`config.mk`:
```
export PLATFORM = sky130hd
export DESIGN_NAME = ddr_port_arbiter
export DESIGN_NICKNAME = d
export VERILOG_FILES = /design/src/rtl/ddr_port_arbiter_pkg.sv /design/src/rtl/ddr_rr_arbiter.sv /design/src/rtl/ddr_port_arbiter.sv
export SDC_FILE = /design/constraint.sdc
export NUM_CORES = 1
export LEC_CHECK = 0
export BUFFER_PORTS_ARGS = -buffer_cell sky130_fd_sc_hd__buf_2
export CORE_UTILIZATION = 47
export DETAILED_ROUTE_END_ITERATION = 8
export PLACE_DENSITY = 0.81
export SYNTH_ARGS = -nofsm -noshare
export SYNTH_HDL_FRONTEND = slang
export SYNTH_SLANG_ARGS = --single-unit
```
`constraint.sdc`:
```
create_clock -name clk_i -period 5.05 [get_ports clk_i]
set_input_delay 1.01 -clock clk_i [delete_from_list [all_inputs] [get_ports clk_i]]
set_output_delay 1.01 -clock clk_i [all_outputs]
set_load 0.05 [all_outputs]
```
`src/rtl/ddr_port_arbiter_pkg.sv`:
```
// Shared types for the DDR port arbiter: beat address/data, request slot and FSM states.
package ddr_port_arbiter_pkg;

  localparam int DdrAddrW = 32;
  localparam int DdrDataW = 32;

  typedef logic [DdrAddrW-1:0] ddr_address_t;
  typedef logic [DdrDataW-1:0] ddr_data_t;

  typedef struct packed {
    logic         valid;
    logic         is_write;
    ddr_address_t addr;
    ddr_data_t    data;
  } ddr_req_slot_t;

  typedef enum logic [1:0] {
    IDLE,
    WAIT_RD,
    WAIT_WR
  } arb_state_e;

endpackage

```
`src/rtl/ddr_rr_arbiter.sv`:
```
// Combinational round-robin pick: first full slot at or after ptr, wrapping.
module ddr_rr_arbiter #(
  parameter int NumPorts = 2
) (
  input  logic [NumPorts-1:0]         full,
  input  logic [$clog2(NumPorts)-1:0] ptr,
  output logic                        gnt_valid,
  output logic [$clog2(NumPorts)-1:0] gnt_idx
);

  localparam int IdxW = $clog2(NumPorts);

  logic [IdxW-1:0] cand;

  // Walk offsets from farthest to nearest so the nearest full slot is the last one written.
  always_comb begin
    gnt_valid = 1'b0;
    gnt_idx   = '0;
    cand      = '0;
    for (int i = NumPorts - 1; i >= 0; i--) begin
      cand = IdxW'((int'(ptr) + i) % NumPorts);
      if (full[cand]) begin
        gnt_valid = 1'b1;
        gnt_idx   = cand;
      end
    end
  end

endmodule

```
`src/rtl/ddr_port_arbiter.sv`:
```
// Shares one single-beat DDR port among NumPorts requesters: one-deep capture per port,
// one transaction outstanding, round-robin grant, response routed back to the issuer.
module ddr_port_arbiter
  import ddr_port_arbiter_pkg::*;
#(
  parameter int NumPorts = 2
) (
  input  logic                          clk_i,
  input  logic                          rst_i,
  input  ddr_address_t [NumPorts-1:0]   req_address_i,
  input  logic [NumPorts-1:0]           req_w_en_i,
  input  ddr_data_t [NumPorts-1:0]      req_w_data_i,
  output logic [NumPorts-1:0]           req_w_done_o,
  input  logic [NumPorts-1:0]           req_r_en_i,
  output ddr_data_t [NumPorts-1:0]      req_r_data_o,
  output logic [NumPorts-1:0]           req_r_valid_o,
  output ddr_address_t                  ddr_address_o,
  output logic                          ddr_w_en_o,
  output ddr_data_t                     ddr_w_data_o,
  input  logic                          ddr_w_done_i,
  output logic                          ddr_r_en_o,
  input  ddr_data_t                     ddr_r_data_i,
  input  logic                          ddr_r_valid_i,
  output logic                          protocol_error_o
);

  localparam int IdxW = $clog2(NumPorts);

  ddr_req_slot_t [NumPorts-1:0] slot_q;
  arb_state_e                   state_q;
  logic [IdxW-1:0]              owner_q;
  logic [IdxW-1:0]              rr_ptr_q;
  logic [IdxW-1:0]              owner_next;
  logic [IdxW-1:0]              gnt_idx;
  logic [NumPorts-1:0]          slot_full;
  logic [NumPorts-1:0]          req_err;
  logic                         gnt_valid;
  logic                         issue;
  logic                         rsp_rd;
  logic                         rsp_wr;
  logic                         rsp_err;
  ddr_req_slot_t                gnt_slot;

  always_comb begin
    for (int p = 0; p < NumPorts; p++) begin
      slot_full[p] = slot_q[p].valid;
      req_err[p]   = (req_r_en_i[p] && req_w_en_i[p]) ||
                     ((req_r_en_i[p] || req_w_en_i[p]) && slot_q[p].valid);
    end
  end

  ddr_rr_arbiter #(.NumPorts(NumPorts)) u_rr (
    .full      (slot_full),
    .ptr       (rr_ptr_q),
    .gnt_valid (gnt_valid),
    .gnt_idx   (gnt_idx)
  );

  assign gnt_slot   = slot_q[gnt_idx];
  assign issue      = (state_q == IDLE) && gnt_valid;
  assign rsp_rd     = (state_q == WAIT_RD) && ddr_r_valid_i;
  assign rsp_wr     = (state_q == WAIT_WR) && ddr_w_done_i;
  assign rsp_err    = (ddr_r_valid_i && (state_q != WAIT_RD)) ||
                      (ddr_w_done_i && (state_q != WAIT_WR));
  assign owner_next = (owner_q == IdxW'(NumPorts - 1)) ? '0 : owner_q + 1'b1;

  // The granted slot frees on its issue cycle, so a re-request in the response cycle is captured.
  always_ff @(posedge clk_i or posedge rst_i) begin
    if (rst_i) begin
      slot_q <= '0;
    end else begin
      for (int p = 0; p < NumPorts; p++) begin
        if (issue && (gnt_idx == IdxW'(p))) begin
          slot_q[p].valid <= 1'b0;
        end else if (!slot_q[p].valid && (req_r_en_i[p] || req_w_en_i[p])) begin
          slot_q[p] <= '{valid: 1'b1, is_write: req_w_en_i[p],
                         addr: req_address_i[p], data: req_w_data_i[p]};
        end
      end
    end
  end

  always_ff @(posedge clk_i or posedge rst_i) begin
    if (rst_i) begin
      state_q          <= IDLE;
      owner_q          <= '0;
      rr_ptr_q         <= '0;
      protocol_error_o <= 1'b0;
    end else begin
      if ((|req_err) || rsp_err) begin
        protocol_error_o <= 1'b1;
      end
      unique case (state_q)
        IDLE: begin
          if (issue) begin
            owner_q <= gnt_idx;
            state_q <= gnt_slot.is_write ? WAIT_WR : WAIT_RD;
          end
        end
        WAIT_RD: begin
          if (ddr_r_valid_i) begin
            rr_ptr_q <= owner_next;
            state_q  <= IDLE;
          end
        end
        WAIT_WR: begin
          if (ddr_w_done_i) begin
            rr_ptr_q <= owner_next;
            state_q  <= IDLE;
          end
        end
        default: state_q <= IDLE;
      endcase
    end
  end

  // DDR pulses are combinational off the slot so a request reaches DDR the cycle after capture.
  always_comb begin
    ddr_r_en_o    = issue && !gnt_slot.is_write;
    ddr_w_en_o    = issue && gnt_slot.is_write;
    ddr_address_o = issue ? gnt_slot.addr : '0;
    ddr_w_data_o  = (issue && gnt_slot.is_write) ? gnt_slot.data : '0;
  end

  always_comb begin
    for (int p = 0; p < NumPorts; p++) begin
      req_r_valid_o[p] = rsp_rd && (owner_q == IdxW'(p));
      req_w_done_o[p]  = rsp_wr && (owner_q == IdxW'(p));
      req_r_data_o[p]  = req_r_valid_o[p] ? ddr_r_data_i : '0;
    end
  end

endmodule
```
==> results of run 1 <==
-- stage by stage --
step	setup WS, ns	cells	total power [W]
3_3_place_gp	2.02	921	0.00524
4_1_cts	1.87	950	0.00644
6_report	1.88	953	0.00639
2_1_floorplan	0.372	471	0.00469
3_5_place_dp	1.97	921	0.00535
5_1_grt	1.78	953	0.00669
-- critical path, delay by kind of cell (launching register included) --
family | cells | cell delay, ns
and+or+nand+nor | 2 | 0.45
AOI/OAI and AO/OA | 1 | 0.23
DFF | 1 | 0.41
buffers and inverters | 2 | 0.63
-- sequential cells by signal, indices dropped and copies added, names as in the netlist --
register and cells:
owner_q 1, state_q 2, slot_q 130, rr_ptr_q 1, protocol_error_o 1, slot_full 2
-- routing by layer --
metal / global-route usage, % / wire length (microns)
met1: 26.3 / 6180
met2: 43.9 / 9170
met3: 6.81 / 1090
met4: 16.3 / 823
met5: 0 / 0
-- how the worst max path moves through the flow --
| stage | slack (ns) | startpoint | to | depth (start not counted) |
|---|---|---|---|---|
| finish | 1.88 | state_q[0] | ddr_address_o[25] | 5 |
| global route | 1.78 | state_q[0] | ddr_w_data_o[19] | 5 |
| CTS | 1.87 | state_q[0] | ddr_address_o[25] | 5 |
| detailed placement | 1.97 | ddr_r_valid_i | req_r_data_o[61] | 6 |
| global placement | 2.02 | ddr_r_valid_i | req_r_data_o[8] | 6 |
| floorplan | 0.37 | rst_i | owner_q | 1 |
-- report_power, final --
| part | switching [W] | total (W) | leakage (nW) | internal (W) |
|---|---|---|---|---|
| sequential | 0.000304 | 0.00197 | 1.61 | 0.00166 |
| clock | 0.000417 | 0.00107 | 0.253 | 0.000654 |
| combinational | 0.00219 | 0.00336 | 2.49 | 0.00116 |
| total | 0.00292 | 0.00639 | 4.35 | 0.00348 |
-- synthesized netlist by cell type, drive strengths merged --
library cell,n
o2111ai,1
dfrtp,137
o21ba,1
nor2,9
or3,1
buf,32
a221oi,1
nand2,1
a21oi,2
and4,2
and3,3
mux2,130
clkbuf,4
o21ai,3
nand3b,2
o32ai,1
and2,64
nor3,3
o21bai,2
nand2b,3
a21o,1
a31o,1
a22o,64
a21boi,1
inv,2
-- layout make-up --
class	instances	area, sq um	area share (%)
inverters	2	12.5	0.148
repair buffers	310	1600	18.9
multi-input cells	296	2680	31.7
well taps	176	220	2.61
flip-flops and latches	137	3430	40.6
clock inverters	4	20.0	0.237
diodes	3	7.51	0.0888
clock buffers	25	485	5.75
-- cell families after synthesis --
group                  share of synthesized area (%)
AO/OA/AOI/OAI                                   10.3
buffers and inverters                           4.98
flip-flops                                      53.5
multiplexers                                    22.9
AND/OR/NAND/NOR                                 8.30
==> impl_metrics.yaml, run 1 <==
outcome:
  status: "finished, final reports clean"
placed_design:
  io_buffers: 302
  placed_area_sq_um: 7940
  dp_hpwl_mm: 12.4
  gp_congestion: 0.993
power:
  pwr_density_cell_nw_per_um2: 757
  max-vdd-ir-drop_uv: 448
  p_leak_nw: 4.35
sta:
  maxClockFrequency_ghz: 0.316
  tightest_slew_ns: 1.06
  setup_violations: 0
  final_min_period_over_clock_period_pct: 62.7
  slew-limit-headroom_pct: 29.1
  fin_tns_setup_ns: 0
  rsz0062_at_grt: "false"
  whs_ns: 0.496
  finalCriticalPeriod_ns: 3.17
  maxSlewViolCount: 0
  finalHoldViolCount: 0
  skew_ns: 0.00456
die:
  core_sq_um: 13200
  die-area_sq_um: 14100
  start_util_pct: 48.4
  fp-row-count: 42
  die_w_microns: 119
  io_pins: 303
  die_h_microns: 119
clocking:
  cts_buffers: 17
  h-tree-depth: 4
  post_cts_buffers: 0
  cts_buffer_depth: 2
  clock-root-buffer: "clkbuf_16"
  clkSlewWorstSetupHoldPaths_ns: 0.05
  cts_resized: 0
  clock_latency_ns: 0.41
  cts_tree: "built"
  clkSinkCount: 137
  ctsHoldBuffers: 0
job:
  maxCapViolations: 0
final_layout:
  utilization_pct: 63.8
  layout_commonest_cell: "buf_2"
  syn_to_final_growth_pct: 31.9
  nNetsFinal: 932
  design_area_sq_um: 8450
  fillers: 1070
  mostFrequentLayoutCells: "buf_2 (302), dfrtp_1 (137), mux2_2 (120), and2_1 (64), a22o_1 (64)"
  layout-drive-gt1-share_pct: 59.4
min_path:
  hold_start: "slot_q[99]"
  min_to: "slot_q[99]"
  hold_path.class: "register to register"
  hold_depth: 1
synth:
  synthesis.nets: 639
  yosysWarnings: 0
  synth_top_area_cell: "dfrtp_1"
  avgSynthCellArea_sq_um: 13.6
  ys_ff_latch: 137
  synth_area_leaders: "dfrtp_1 (54%), mux2_2 (21%), a22o_1 (8.8%)"
  ys_types: 29
  synthCells: 471
  synth_top_cell_area_share_pct: 53.5
  seq_area_frac_synth_pct: 53.5
  syn-cell-area_sq_um: 6400
worst_setup_path:
  arrival_ns: 2.16
  reg2reg_to: "slot_q[88]"
  worstPathCellList: "nor2_1, and3_1, buf_4, a22o_1, buf_2"
  start_kind: "register"
  rr_startpoint: "slot_full[1]"
  rr_worst_depth: 3
  rrSetupSlack_ns: 3.27
  cpMaxStageDelayCell: "dfrtp_1"
  endpoint_kind: "output pin"
  critical_path_class: "register to output pin"
  crit_fanout: 33
  cpPeakStageDelay_ns: 0.41
  crit_required_ns: 4.04
detailed_routing:
  drt-total-wl_mm: 17.3
  first_iter_violations: 210
  vias_per_cell: 5.33
  route.vias.total: 5079
  wl_per_cell_microns: 18.1
  drt-pass1-iter-count: 4
  ant_nets: 0
  route.detailed.drc: 0
grt:
  grt-ovfl-total: 0
  grt_pass1_vias: 5315
  grt_pass1_wl_mm: 26.8
  track_usage_pct: 25.1
  grt_antenna_before_repair: 3
  grt_max_degree: 108
Power figures use the tool's default switching activity.
==> run 2: changes to the inputs <==
- clock period: 5.05 -> 2.93 ns (I/O delays scaled with it)
==> impl_metrics.yaml, run 2 (synthesis gave the netlist of run 1 again) <==
clocking:
  h-tree-depth: 4
  cts_resized: 0
  cts_buffers: 17
  clkSinkCount: 137
  clkSlewWorstSetupHoldPaths_ns: 0.06
  cts_tree: "built"
  post_cts_buffers: 0
  clock-root-buffer: "clkbuf_16"
  ctsHoldBuffers: 0
  cts_buffer_depth: 2
  clock_latency_ns: 0.41
outcome:
  status: "finished, final reports clean"
worst_setup_path:
  crit_fanout: 33
  crit_required_ns: 2.34
  endpoint_kind: "output pin"
  rr_worst_depth: 3
  arrival_ns: 2.13
  critical_path_class: "register to output pin"
  start_kind: "register"
power:
  p_leak_nw: 4.38
  pwr_density_cell_nw_per_um2: 1320
  max-vdd-ir-drop_uv: 879
  total_power_w: 0.0112
die:
  fp-row-count: 42
  start_util_pct: 48.4
  core_sq_um: 13200
  die_h_microns: 119
  io_pins: 303
  die-area_sq_um: 14100
  die_w_microns: 119
grt:
  grt_max_degree: 104
  grt_pass1_vias: 5388
  grt_antenna_before_repair: 0
  grt-ovfl-total: 0
  grt_pass1_wl_mm: 27.2
  track_usage_pct: 25.5
final_layout:
  design_area_sq_um: 8540
  layout_commonest_cell: "buf_2"
  syn_to_final_growth_pct: 33.4
  fillers: 1025
  largest_reg_flops: 130
  antenna_cells: 0
  largest_register: "slot_q"
  multi_input_area_sq_um: 2680
  mostFrequentLayoutCells: "buf_2 (301), dfrtp_1 (137), mux2_2 (120), and2_1 (64), a22o_1 (64)"
  nNetsFinal: 936
  layout-drive-gt1-share_pct: 59.8
  seq_area_sq_um: 3430
placed_design:
  io_buffers: 302
  gp_congestion: 0.911
  dp_hpwl_mm: 12.8
  placed_area_sq_um: 7980
detailed_routing:
  wl_per_cell_microns: 18.5
  drt-total-wl_mm: 17.8
  drt-pass1-iter-count: 4
  vias_per_cell: 5.32
  route.vias.total: 5090
  ant_nets: 0
  first_iter_violations: 185
  route.detailed.drc: 0
sta:
  fin_tns_setup_ns: 0
  finalCriticalPeriod_ns: 2.72
  finalHoldViolCount: 0
  maxSlewViolCount: 0
  skew_ns: 0.00468
  setup_violations: 0
  final_min_period_over_clock_period_pct: 92.8
  slew-limit-headroom_pct: 62.3
  rsz0062_at_grt: "false"
  maxClockFrequency_ghz: 0.368
  tightest_slew_ns: 0.566
min_path:
  hold_path.class: "primary input to asynchronous set/reset pin"
job:
  maxCapViolations: 0
[run 2: changes by cell type in the layout (fill, tap and decap cells not counted), sizes merged]
| cell | before | now |
|---|---|---|
| buf | 310 | 314 |
| clkinvlp | 0 | 3 |
| diode | 3 | 0 |
| bufinv | 0 | 1 |
| clkbuf | 25 | 26 |
| clkinv | 4 | 3 |
| inv | 2 | 1 |
[run 2: through the flow]
| step | setup slack, ns | hold slack [ns] | std cells | util (%) |
|---|---|---|---|---|
| finish | 0.212 | 0.0779 | 957 | 64.5 |
| global route | 0.0855 | 0.0710 | 957 | 64.5 |
| CTS | 0.194 | 0.0646 | 957 | 64.5 |
| detailed placement | 0.643 | 0.491 | 925 | 60.3 |
| global placement | 0.651 | 0.477 | 925 | 60.3 |
| floorplan | 0.485 | 0.465 | 471 | - |
[run 2: where the power goes]
part / total (W) / switching [W] / leakage (nW) / internal [W]
combinational: 0.00580 / 0.00378 / 2.50 / 0.00202
sequential: 0.00344 / 0.000571 / 1.61 / 0.00287
clock: 0.00201 / 0.000753 / 0.271 / 0.00126
[run 2: area by class of cell]
class	instances	share of cell area [%]
clock inverters	6	0.747
inverters	2	0.132
repair buffers	314	19.2
multi-input cells	296	31.4
flip-flops and latches	137	40.1
clock buffers	26	5.84
well taps	176	2.58
[run 2: worst max-delay path, cell delays in order (launching register included)]
cell     delay [ns]
dfrtp_1        0.41
nor2_1         0.23
and4_1         0.22
buf_4          0.36
a22o_1         0.21
buf_2          0.26
[run 2: final timing paths]
check                                        end  slack (ns)         startpoint
max in group asynchronous                owner_q        2.08              rst_i
worst min register to register       slot_q[104]        0.50        slot_q[104]
worst max-delay path            ddr_w_data_o[19]        0.21         state_q[0]
worst min-delay path                 slot_q[117]        0.08              rst_i
min in group clk_i                    slot_q[98]        0.39  req_address_i[32]
worst max register to register       slot_q[102]        1.24       slot_full[1]
[run 2: routing by layer]
| metal | up-vias | share of wire (%) | global-route usage [%] |
|---|---|---|---|
| li1 | 2294 | - | - |
| met1 | 2527 | 37 | 26.8 |
| met2 | 223 | 53 | 46.7 |
| met3 | 46 | 5.9 | 6.85 |
| met4 | 0 | 4.1 | 12.2 |
| met5 | - | 0 | 0 |
